### config.mk
export PLATFORM = sky130hd
export DESIGN_NAME = hex_frame_host
export DESIGN_NICKNAME = d
export VERILOG_FILES = /design/src/rtl/hex_frame_host.sv
export SDC_FILE = /design/constraint.sdc
export NUM_CORES = 1
export LEC_CHECK = 0
export BUFFER_PORTS_ARGS = -buffer_cell sky130_fd_sc_hd__buf_2
export CORE_ASPECT_RATIO = 1.2
export CORE_MARGIN = 1
export CORE_UTILIZATION = 45
export DETAILED_ROUTE_END_ITERATION = 7
export PLACE_DENSITY_LB_ADDON = 0.12
export SLEW_MARGIN = 15
export SYNTH_ARGS = -nofsm -noshare
export SYNTH_HDL_FRONTEND = slang
export SYNTH_SLANG_ARGS = --single-unit
export TNS_END_PERCENT = 5
### constraint.sdc
create_clock -name clk -period 3.6 [get_ports clk]
set_input_delay 0.36 -clock clk [delete_from_list [all_inputs] [get_ports clk]]
set_output_delay 0.36 -clock clk [all_outputs]
set_load 0.005 [all_outputs]
### src/rtl/hex_frame_host.sv
// rtl/hex_frame_host.sv - sends a 128-bit block as 32 hex characters and decodes a 32-character hex response
// Optional feature macro: HEX_FRAME_HOST_UPPERCASE_EN (accept 'A'-'F' in responses)
module hex_frame_host #(
    parameter int GAP_CYCLES     = 3000,
    parameter int TIMEOUT_CYCLES = 1000000
) (
    input  logic         clk,
    input  logic         rst,
    input  logic         start,
    input  logic [127:0] tx_block,
    output logic [7:0]   tx_byte,
    output logic         transmit,
    input  logic         tx_busy,
    input  logic [7:0]   rx_byte,
    input  logic         received,
    output logic [127:0] rx_block,
    output logic         done,
    output logic         busy,
    output logic         char_error,
    output logic         timeout
);

    localparam int GW = $clog2(GAP_CYCLES + 1);
    localparam int TW = $clog2(TIMEOUT_CYCLES + 1);
    localparam logic [GW-1:0] GAP_LAST = GW'(GAP_CYCLES - 1);
    localparam logic [TW-1:0] TO_LAST  = TW'(TIMEOUT_CYCLES - 1);

    typedef enum logic [2:0] {
        S_IDLE, S_LOAD, S_SEND, S_WAIT_TX, S_GAP, S_RECV, S_DONE
    } state_t;

    state_t         state_q, state_d;
    logic [127:0]   block_q, block_d;
    logic [127:0]   shadow_q, shadow_d;
    logic [127:0]   rx_block_q, rx_block_d;
    logic [4:0]     tx_cnt_q, tx_cnt_d;
    logic [4:0]     rx_cnt_q, rx_cnt_d;
    logic [GW-1:0]  gap_cnt_q, gap_cnt_d;
    logic [TW-1:0]  to_cnt_q, to_cnt_d;
    logic           first_q, first_d;
    logic [7:0]     tx_byte_q, tx_byte_d;
    logic           char_error_q, char_error_d;
    logic           done_q, done_d;
    logic           timeout_q, timeout_d;

    logic [6:0]     tx_msb;
    logic [6:0]     rx_msb;
    logic [4:0]     dec;

    // Returns {invalid, nibble}; invalid characters decode to nibble 0.
    function automatic logic [4:0] hex_decode(input logic [7:0] c);
        logic [4:0] r;
        r = 5'b1_0000;
        if (c >= 8'h30 && c <= 8'h39) begin
            r = {1'b0, c[3:0]};
        end else if (c >= 8'h61 && c <= 8'h66) begin
            r = {1'b0, c[3:0] + 4'd9};
        end
`ifdef HEX_FRAME_HOST_UPPERCASE_EN
        else if (c >= 8'h41 && c <= 8'h46) begin
            r = {1'b0, c[3:0] + 4'd9};
        end
`endif
        return r;
    endfunction

    function automatic logic [7:0] hex_encode(input logic [3:0] n);
        return (n < 4'd10) ? {4'h3, n} : (8'h57 + {4'h0, n});
    endfunction

    assign tx_msb = 7'd127 - {tx_cnt_q, 2'b00};
    assign rx_msb = 7'd127 - {rx_cnt_q, 2'b00};
    assign dec    = hex_decode(rx_byte);

    always_comb begin
        state_d      = state_q;
        block_d      = block_q;
        shadow_d     = shadow_q;
        rx_block_d   = rx_block_q;
        tx_cnt_d     = tx_cnt_q;
        rx_cnt_d     = rx_cnt_q;
        gap_cnt_d    = gap_cnt_q;
        to_cnt_d     = to_cnt_q;
        first_d      = first_q;
        tx_byte_d    = tx_byte_q;
        char_error_d = char_error_q;
        done_d       = 1'b0;
        timeout_d    = 1'b0;

        case (state_q)
            S_IDLE: begin
                if (start) begin
                    block_d      = tx_block;
                    shadow_d     = '0;
                    tx_cnt_d     = '0;
                    rx_cnt_d     = '0;
                    char_error_d = 1'b0;
                    state_d      = S_LOAD;
                end
            end
            S_LOAD: begin
                tx_byte_d = hex_encode(block_q[tx_msb -: 4]);
                state_d   = S_SEND;
            end
            S_SEND: begin
                first_d = 1'b1;
                state_d = S_WAIT_TX;
            end
            S_WAIT_TX: begin
                // The UART may not raise tx_busy until a cycle after the strobe.
                if (first_q) begin
                    first_d = 1'b0;
                end else if (!tx_busy) begin
                    if (tx_cnt_q != 5'd31) begin
                        gap_cnt_d = '0;
                        state_d   = S_GAP;
                    end else begin
                        to_cnt_d = '0;
                        state_d  = S_RECV;
                    end
                end
            end
            S_GAP: begin
                if (gap_cnt_q == GAP_LAST) begin
                    tx_cnt_d = tx_cnt_q + 5'd1;
                    state_d  = S_LOAD;
                end else begin
                    gap_cnt_d = gap_cnt_q + GW'(1);
                end
            end
            S_RECV: begin
                if (received) begin
                    shadow_d[rx_msb -: 4] = dec[3:0];
                    if (dec[4]) char_error_d = 1'b1;
                    to_cnt_d = '0;
                    rx_cnt_d = rx_cnt_q + 5'd1;
                    if (rx_cnt_q == 5'd31) state_d = S_DONE;
                end else if (to_cnt_q == TO_LAST) begin
                    timeout_d = 1'b1;
                    state_d   = S_IDLE;
                end else begin
                    to_cnt_d = to_cnt_q + TW'(1);
                end
            end
            S_DONE: begin
                rx_block_d = shadow_q;
                done_d     = 1'b1;
                state_d    = S_IDLE;
            end
            default: state_d = S_IDLE;
        endcase
    end

    always_ff @(posedge clk) begin
        if (rst) begin
            state_q      <= S_IDLE;
            block_q      <= '0;
            shadow_q     <= '0;
            rx_block_q   <= '0;
            tx_cnt_q     <= '0;
            rx_cnt_q     <= '0;
            gap_cnt_q    <= '0;
            to_cnt_q     <= '0;
            first_q      <= 1'b0;
            tx_byte_q    <= 8'h00;
            char_error_q <= 1'b0;
            done_q       <= 1'b0;
            timeout_q    <= 1'b0;
        end else begin
            state_q      <= state_d;
            block_q      <= block_d;
            shadow_q     <= shadow_d;
            rx_block_q   <= rx_block_d;
            tx_cnt_q     <= tx_cnt_d;
            rx_cnt_q     <= rx_cnt_d;
            gap_cnt_q    <= gap_cnt_d;
            to_cnt_q     <= to_cnt_d;
            first_q      <= first_d;
            tx_byte_q    <= tx_byte_d;
            char_error_q <= char_error_d;
            done_q       <= done_d;
            timeout_q    <= timeout_d;
        end
    end

    assign tx_byte    = tx_byte_q;
    assign transmit   = (state_q == S_SEND);
    assign busy       = (state_q != S_IDLE);
    assign rx_block   = rx_block_q;
    assign done       = done_q;
    assign char_error = char_error_q;
    assign timeout    = timeout_q;

endmodule

==> impl_results.md <==
- MaxCap Viol Count: 0
- First-pass GRT wire length: 79900 microns
- Hold buffers post-CTS: 0
- Chip width: 183 microns
- Worst-case vdd ir drop: 0.000390 V
- Largest net degree at the start of global routing: 142
- Clk pin slew, worst setup/hold paths: 0.06 ns
- CP startpoint: tx_cnt_q[1]
- Power per cell area: 590 nW/um^2
- Post-CTS setup buffer count: 0
- CTS buffer count: 45
- Vias per cell: 5.40
- CP Cell Sequence: buf_12 -> mux4_1 -> mux2_2 -> nand3_1 -> nand4_1 -> inv_2 -> ha_1 -> nand2_1 -> or3_1 -> a311oi_1
- Synth Register Bits: 440
- Status: completed
- CP arrival: 3.39 ns
- Vias in the first global route: 14774
- Remaining DRCs: 0
- Io pins: 282
- Post-synth ARST share: 0%
- Hold_ws: 0.0311 ns
- First-pass detailed-route iteration total: 5
- Most used DFF post-synth: dfxtp_1
- Post-DP HPWL: 35900 microns
- Antenna cells: 0
- Post-Place Setup Slack: 0.718 ns
- Total power: 12.3 mW
- Routed Wire Length: 51400 microns
- Core area: 38700 sq um
- Nature of the critical path endpoint: flop
- Antenna-violating nets left: 0
- Area Overhead vs Synth: 18.5%
- Setup TNS: 0 ns
- Buf/Inv on CP: 2
- Slowest-stage cell, CP: mux4_1
- Critical R2R Launch: tx_cnt_q[1]
- Crit path depth: 10
- Clock Root Buffer: clkbuf_16
- Startpoint types: flop
- Rel. slew slack: 35.2%
- Ys Warns: 0
- Starting DRC count in detailed routing: 1093
- Drt wl/cell: 17.6 microns
- F_max: 0.342 GHz
- Worst-Margin Slew: 0.971 ns
- Internal reg-to-reg setup slack: 0.68 ns
- Final Hold Vio Count: 0
- H-tree level count: 2
- Final worst-path cycle share: 81.2%
- Initial Util: 45.5%
- Number of flops mapped to enable cells by yosys: 0
- CTS sink cnt: 440
- Top Family by Delay on Critical Path: multiplexers
- RSZ-0062 raised after global routing: no
- Initial antenna violation count: 0
- Final Skew: 0.0214 ns
- Clock Latency Late Sink: 0.56 ns
- Dominant cells by area after synthesis: dfxtp_1, nand2_1, a21oi_1, nor2_1, a22oi_1
- Post-cts gate resize count: 0
- CTS tree: yes
- Gr ovfl total: 0
- Row count: 79
- Tmin final: 2.92 ns
- LEAKAGE: 7.83 nW
- # port buffers: 280
- Hold crit path type: in2reg
- R2R cell count: 10
- Synthesized net count: 2315
- Post-Syn Area: 17600 sq um
- Per-instance average area after synthesis: 8.17 sq um
- Seq/Total Area, Yosys: 49.9%
- Final Setup Violations: 0
- Worst Path Required: 4.07 ns
- Share of the synthesized area in the top cell type: 49.9%
- # nets final: 2526
- Layout cell share with drive strength beyond 1: 17.0%
- Final-report max-slew violation count: 0
- Critical path class: reg2reg
- RR Endpoint: tx_byte[2]
- Crit-path max cell delay: 0.58 ns
- Crit path to: tx_byte[2]
- Routability cong.: 0.916
- Unique masters post-synth: 58
- Die height: 219 microns
- CP Max Fanout: 34
- Syn Inst Count: 2159
- All-layer global routing usage: 25.2%
- Maximum clock insertion buffer count: 3
- Area leader, netlist: dfxtp_1
- Worst setup slack after layout: 0.678 ns
- Via count: 15818
- Die Area: 40000 sq um
==> worst min-delay path by stage <==
stage,from,end,slack (ns),cells after the start
2_1_floorplan,shadow_q[127],rx_block[127],0.43,2
4_1_cts,tx_block[110],block_q[110],0.007,3
3_3_place_gp,tx_byte[3],tx_byte[3],0.44,2
5_1_grt,tx_block[110],block_q[110],0.03,3
3_5_place_dp,block_q[115],block_q[115],0.44,2
6_report,tx_block[98],block_q[98],0.03,3
==> where the power goes <==
part	switching [mW]	leakage, nW	internal [mW]	total, mW
logic	1.50	3.52	0.655	2.16
clock network	1.90	0.746	2.83	4.73
registers	0.242	3.56	5.21	5.45
==> per-layer routing <==
metal | GRT usage (%) | wire [microns] | up-vias
li1 | - | - | 7757
met1 | 31.6 | 22000 | 7487
met2 | 44.2 | 25400 | 489
met3 | 3.78 | 2720 | 85
met4 | 7.82 | 1220 | 0
met5 | 0 | 0 | -
==> kinds of logic after synthesis <==
family | Yosys count | share of synthesized area [%]
xor gates and xnor gates | 32 | 1.59
and+or+nand+nor | 987 | 23.3
DFF | 440 | 49.9
adders and majority gates | 15 | 1.06
AOI/OAI and AO/OA | 468 | 15.4
buffers and inverters | 160 | 3.75
other | 1 | 0.0213
muxes | 56 | 5.00
==> synthesized netlist by cell type, drive strengths merged (10+ instances only) <==
library cell	count
nand2	572
dfxtp	440
a21oi	304
nor2	215
clkbuf	121
a22oi	105
nand3	82
mux2i	30
o21ai	29
nor3	27
buf	23
mux4	23
xor2	22
and3	21
nand4	18
ha	15
inv	15
and2	12
xnor2	10
==> cell usage in the layout, fill, tap and decap left out, drive strengths merged, types with 12 or more instances in the layout <==
master	n
a21oi	304
a22oi	105
and2	12
and3	21
buf	308
clkbuf	71
dfxtp	440
ha	15
inv	16
mux2i	30
mux4	23
nand2	572
nand3	82
nand4	18
nor2	215
nor3	27
o21ai	29
xor2	22
==> layout make-up <==
cell class,count,area (sq um)
Timing Repair Buffer,308,1670
Sequential cell,440,8810
Fill cell,3761,17800
Tap cell,526,658
Multi-Input combinational cell,1559,8190
Clock buffer,71,1420
Inverter,16,61.3
Clock inverter,7,88.8
==> flip-flops by register name (all words and copies together), names as in the netlist <==
register / flops
block_q: 128
rx_block: 128
shadow_q: 128
to_cnt_q: 20
gap_cnt_q: 12
tx_byte: 7
rx_cnt_q: 5
tx_cnt_q: 5
state_q: 3
char_error: 1
done: 1
first_q: 1
timeout: 1
==> worst min-delay path, stage by stage <==
cell	delay [ns]
buf_2	0.10
nand2_1	0.04
a21oi_1	0.05
==> through the flow <==
stage               instance area (sq um)  utilization (%)  cells
global route                        20900             53.9   2927
finish                              20900             53.9   2927
global placement                    19400             50.0   2849
CTS                                 20900             53.9   2927
detailed placement                  19400             50.0   2849
floorplan                           17600                -   2159
(Power assumes the default switching activity.)
